`src/rtl/param_rr_arbiter_if.sv`:
```
// Requester/sink bundle for param_rr_arbiter.
// Signal directions are named from the arbiter's point of view.
interface param_rr_arbiter_if #(
   parameter int unsigned NumReq    = 5,
   parameter int unsigned DataWidth = 8
);
   localparam int unsigned IdxWidth = (NumReq > 1) ? unsigned'($clog2(NumReq)) : 1;

   logic [NumReq-1:0]                req_i;
   logic [NumReq-1:0][DataWidth-1:0] data_i;
   logic [NumReq-1:0]                gnt_o;
   logic                             valid_o;
   logic                             ready_i;
   logic [DataWidth-1:0]             data_o;
   logic [IdxWidth-1:0]              idx_o;

   modport master (
      input  req_i,
      input  data_i,
      input  ready_i,
      output gnt_o,
      output valid_o,
      output data_o,
      output idx_o
   );

   modport slave (
      output req_i,
      output data_i,
      output ready_i,
      input  gnt_o,
      input  valid_o,
      input  data_o,
      input  idx_o
   );
endinterface

```
`src/rtl/param_rr_arbiter.sv`:
```
// Round-robin arbiter for NumReq requesters feeding one valid/ready sink
// through a single-entry registered output stage.
module param_rr_arbiter #(
   parameter int unsigned NumReq    = 5,
   parameter int unsigned DataWidth = 8
) (
   input logic                clk_i,
   input logic                rst_i,
   param_rr_arbiter_if.master bus
);
   localparam int unsigned IdxWidth = (NumReq > 1) ? unsigned'($clog2(NumReq)) : 1;

   if (NumReq < 1) begin : gen_bad_num_req
      $error("param_rr_arbiter: NumReq must be >= 1");
   end

   typedef enum logic {StEmpty, StFull} state_e;

   state_e               state_q, state_d;
   logic [IdxWidth-1:0]  rr_q, rr_d;
   logic [IdxWidth-1:0]  idx_q;
   logic [DataWidth-1:0] data_q;
   logic [IdxWidth-1:0]  win_idx;
   logic [IdxWidth:0]    cand;
   logic                 win_found;
   logic                 accept;
   logic                 grant;
   logic [NumReq-1:0]    gnt;

   assign accept = (state_q == StEmpty) || bus.ready_i;
   assign grant  = accept && win_found && !rst_i;

   // Search rr_q..NumReq-1 then 0..rr_q-1; wrap at NumReq, not at 2**IdxWidth.
   always_comb begin
      win_found = 1'b0;
      win_idx   = '0;
      cand      = '0;
      for (int unsigned i = 0; i < NumReq; i++) begin
         cand = {1'b0, rr_q} + (IdxWidth+1)'(i);
         if (cand >= (IdxWidth+1)'(NumReq)) begin
            cand = cand - (IdxWidth+1)'(NumReq);
         end
         if (!win_found && bus.req_i[cand[IdxWidth-1:0]]) begin
            win_found = 1'b1;
            win_idx   = cand[IdxWidth-1:0];
         end
      end
   end

   always_comb begin
      gnt = '0;
      if (grant) begin
         gnt[win_idx] = 1'b1;
      end
   end

   always_comb begin
      state_d = state_q;
      rr_d    = rr_q;
      if (grant) begin
         rr_d = (win_idx == IdxWidth'(NumReq - 1)) ? '0 : win_idx + 1'b1;
      end
      unique case (state_q)
         StEmpty: if (grant) state_d = StFull;
         StFull:  if (bus.ready_i) state_d = grant ? StFull : StEmpty;
         default: state_d = StEmpty;
      endcase
   end

   always_ff @(posedge clk_i or posedge rst_i) begin
      if (rst_i) begin
         state_q <= StEmpty;
         rr_q    <= '0;
         idx_q   <= '0;
         data_q  <= '0;
      end else begin
         state_q <= state_d;
         rr_q    <= rr_d;
         if (grant) begin
            data_q <= bus.data_i[win_idx];
            idx_q  <= win_idx;
         end
      end
   end

   assign bus.gnt_o   = gnt;
   assign bus.valid_o = (state_q == StFull);
   assign bus.data_o  = data_q;
   assign bus.idx_o   = idx_q;
endmodule

```
`src/flat_wrapper.sv`:
```
// flat-port wrapper written by rule: the top's interface ports become plain ports
module param_rr_arbiter_flat 
#(
   parameter int unsigned NumReq    = 5,
   parameter int unsigned DataWidth = 8
)
  (clk_i, rst_i, bus_req_i, bus_data_i, bus_ready_i, bus_gnt_o, bus_valid_o, bus_data_o, bus_idx_o);
  param_rr_arbiter_if #(.NumReq(NumReq), .DataWidth(DataWidth)) bus_i ();
  input logic clk_i;
  input logic rst_i;
  input wire logic [$bits(bus_i.req_i)-1:0] bus_req_i;
  input wire logic [$bits(bus_i.data_i)-1:0] bus_data_i;
  input wire logic [$bits(bus_i.ready_i)-1:0] bus_ready_i;
  output wire logic [$bits(bus_i.gnt_o)-1:0] bus_gnt_o;
  output wire logic [$bits(bus_i.valid_o)-1:0] bus_valid_o;
  output wire logic [$bits(bus_i.data_o)-1:0] bus_data_o;
  output wire logic [$bits(bus_i.idx_o)-1:0] bus_idx_o;
  assign bus_i.req_i = bus_req_i;
  assign bus_i.data_i = bus_data_i;
  assign bus_i.ready_i = bus_ready_i;
  assign bus_gnt_o = bus_i.gnt_o;
  assign bus_valid_o = bus_i.valid_o;
  assign bus_data_o = bus_i.data_o;
  assign bus_idx_o = bus_i.idx_o;
  param_rr_arbiter #(.NumReq(NumReq), .DataWidth(DataWidth)) u_core (.clk_i(clk_i), .rst_i(rst_i), .bus(bus_i));
endmodule
```
`config.mk`:
```
export PLATFORM = sky130hd
export DESIGN_NAME = param_rr_arbiter_flat
export DESIGN_NICKNAME = d
export VERILOG_FILES = /design/src/rtl/param_rr_arbiter_if.sv /design/src/rtl/param_rr_arbiter.sv /design/src/flat_wrapper.sv
export SDC_FILE = /design/constraint.sdc
export NUM_CORES = 1
export LEC_CHECK = 0
export CAP_MARGIN = 20
export CORE_AREA = 2 2 63 65
export CTS_CLUSTER_SIZE = 10
export DETAILED_ROUTE_END_ITERATION = 6
export DIE_AREA = 0 0 65 67
export DONT_BUFFER_PORTS = 1
export GPL_TIMING_DRIVEN = 0
export PLACE_DENSITY_LB_ADDON = 0.12
export SLEW_MARGIN = 20
export SYNTH_ARGS = -nofsm -noshare
export SYNTH_HDL_FRONTEND = slang
export SYNTH_SLANG_ARGS = --single-unit
```
`constraint.sdc`:
```
create_clock -name clk_i -period 6.25 [get_ports clk_i]
set_input_delay 1.25 -clock clk_i [delete_from_list [all_inputs] [get_ports clk_i]]
set_output_delay 1.25 -clock clk_i [all_outputs]
set_load 0.01 [all_outputs]
```
==> key figures <==
Logic synthesis
  – Cell type with the largest total area after synthesis: dfrtp_1
  – Async SR Flop Fraction: 1.00
  – Post-synth top area share: 0.178
  – Sequential area share after synthesis: 0.178
  – Yosys warning count: 0
  – Synthesized area: about 0.0021 sq mm
  – Most common cell in the synthesized netlist: nor2_1
  – Post-synth EDFFs: 0
  – Most frequent cells after synthesis: nor2_1, dfrtp_1, mux2i_1
  – Top cells by area, synth: dfrtp_1, mux2i_1, a2bb2oi_2, ha_1, mux2_1
  – Syn_nets: 293
  – Avg Synthesized Cell Area: about 8.9 sq um
  – Primary FF master, synth: dfrtp_1
  – Synth cell types: 69
  – Yosys reg bits: 15
  – Synth Instances: between 200 and 250

Timing
  – Period utilization: 0.891
  – RSZ-0062 raised after global routing: false
  – Total Neg Setup Slack: 0 ns
  – Max Fclk: 179 MHz
  – Count of final max-slew check failures: 0
  – Minimum clock period: about 5.6 ns
  – Tightest Pin Transition: 0.644 ns
  – Rel. slew slack: 0.570
  – Hold Vio Cnt, Final: 0
  – Fin Clk Skew: 0.00134 ns
  – Setup violators final: 0

Route
  – Detailed Route WL: 5170 um
  – Residual DRC: 0
  – Vias: 1883
  – Drt initial violations: between 100 and 150
  – Wire per inst: 18.0 um
  – Vias/cell: between 6 and 7
  – DRT Pass-1 Iters: 4
  – ANT nets after route: 0

Setup path
  – Worst Path Required: around 5 ns
  – Cell mode on critical path: inv_1
  – Reg2Reg Launch Point: u_core.rr_q[1]
  – RR Endpoint: u_core.bus.data_o[6]
  – Crit path capture type: output port
  – Worst-path fanout max: 10
  – Crit path largest cell delay: 0.47 ns
  – R2R Setup Slk: 2.02 ns
  – WP data arrival: ~4.3 ns
  – Slowest-stage cell, CP: fa_1
  – Startpoint type of the worst setup path: flip-flop
  – Critical path type: reg2out
  – R2R depth: 14
  – Cell Chain, Critical Path: buf_6, buf_12, inv_2, ha_1, inv_1, fa_1, inv_1, a2bb2oi_1, a31o_2, o41a_1, o2111a_1, a211oi_2, nor2_1, nor3b_4, buf_4, nor3b_1

CTS
  – Root buffer cell: clkbuf_8
  – TritonCTS clock tree: done
  – Worst-case clock buffer depth: 2
  – Skew-Pair Late Insertion Delay: 0.24 ns
  – CTS H-tree lvls: 1
  – Worst-path clk slew: 0.06 ns
  – Hold Buf Count CTS: 0
  – Post-cts resize count: 0
  – CTS buffer count: 3
  – Post-CTS setup buffer count: 0
  – Clock Sinks: 15

Floorplanning
  – Die ar.: 0.00436 sq mm
  – Die Width: 65 um
  – Die height: 67 um
  – Core region area: 0.00361 sq mm
  – Initial Util: 0.585
  – Io pins: 65
  – Cell Rows: 22

Run status
  – Outcome: completed

Finish
  – Fill count: 314
  – Antenna fix cells: 0
  – Share of layout cells above drive strength 1: 0.208
  – Layout Nets: 298
  – Area Growth Syn to Fin: 5.04%

Global routing
  – Initial antenna violation count: 0
  – Vias in the first global route: 1839
  – Total GRT Usage: 0.250
  – Maximum number of pins on one net before global-route repair: 16
  – First-pass GRT wire length: 8570 um
  – Congestion Overflow GR: 0

Placement
  – Post-DP HPWL: 4100 um
  – Port Buffers: 0
  – GPL Wtd Cong: 0.945

Min path
  – HP Start: u_core.bus.idx_o[2]
  – HP Class: reg2reg
  – Hold path cells: 1
  – Hold Crit Endpoint: u_core.bus.idx_o[2]

Flow run
  – Max Cap Viol: 0
per-layer routing:
layer / vias to the layer above / global-route usage / part of all wire / wire (um)
met5: - / 0 / 0 / 0
met4: 0 / 0.0718 / 0.016 / 85
met3: 8 / 0.0220 / 0.067 / 349
met2: 82 / 0.463 / 0.49 / 2550
met1: 887 / 0.307 / 0.42 / 2190
li1: 906 / - / - / -
area by class of cell:
class | instances | area [sq um] | share of cell area
tap | 48 | 60.1 | 0.0271
buffer | 15 | 124 | 0.0559
sequential | 15 | 375 | 0.169
clock inverter | 1 | 5.00 | 0.00226
inverter | 11 | 41.3 | 0.0186
multi-input combinational | 195 | 1570 | 0.708
clock buffer | 3 | 41.3 | 0.0186
flip-flops by register name, summed over array words and instances (netlist names):
signal              flops
u_core.bus.valid_o      1
u_core.bus.data_o       8
u_core.rr_q             3
u_core.bus.idx_o        3
metrics by stage:
| stage | util | std cells | hold WS (ns) | setup slack (ns) | area [sq um] |
|---|---|---|---|---|---|
| final | 0.615 | 288 | 0.550 | 0.678 | 2220 |
| after global routing | 0.615 | 288 | 0.586 | 0.441 | 2220 |
| after global placement | 0.602 | 284 | 0.540 | 0.984 | 2170 |
| after detailed placement | 0.602 | 284 | 0.543 | 0.951 | 2170 |
| after floorplan | - | 236 | 0.516 | 1.40 | 2110 |
| after CTS | 0.615 | 288 | 0.558 | 0.660 | 2220 |
placed cells by master, fill, tap and decap left out, types with 5 or more instances in the layout:
cell       instances
buf_2              5
nor2_1            24
a21oi_1            7
nand3_1           12
buf_6              5
ha_1               8
mux2_1             8
nand2_1           12
inv_1              9
o21ai_0            5
nand2b_1           8
mux2i_1           13
a2bb2oi_2          7
dfrtp_1           15
a31oi_1           12
worst max path at each step:
stage	startpoint	end	slack [ns]
finish	u_core.rr_q[0]	bus_gnt_o[1]	0.68
global route	u_core.rr_q[0]	bus_gnt_o[1]	0.44
CTS	u_core.rr_q[0]	bus_gnt_o[1]	0.66
detailed placement	u_core.rr_q[0]	bus_gnt_o[1]	0.95
global placement	u_core.rr_q[0]	bus_gnt_o[1]	0.98
floorplan	u_core.rr_q[0]	bus_gnt_o[1]	1.40
cell families (layout without fill, tap and decap cells):
logic type      count (synthesis)  count (layout)  share of synthesized area
simple gates                   85              85                      0.238
compound gates                 71              71                      0.285
mux                            26              26                      0.147
buf+inv                        26              30                     0.0783
flops                          15              15                      0.178
fa+ha+maj                       9               9                     0.0569
xor+xnor                        4               4                     0.0166
worst max-delay path, delay by kind of cell, from the launching register on:
kind            cells  cell delay (ns)
buf+inv             6             0.87
flops               1             0.42
compound gates      5             1.30
fa+ha+maj           2             0.67
simple gates        3             0.79
Power is not shown: default switching activity piles up to over one toggle a cycle in this logic, so the estimate is an artifact.
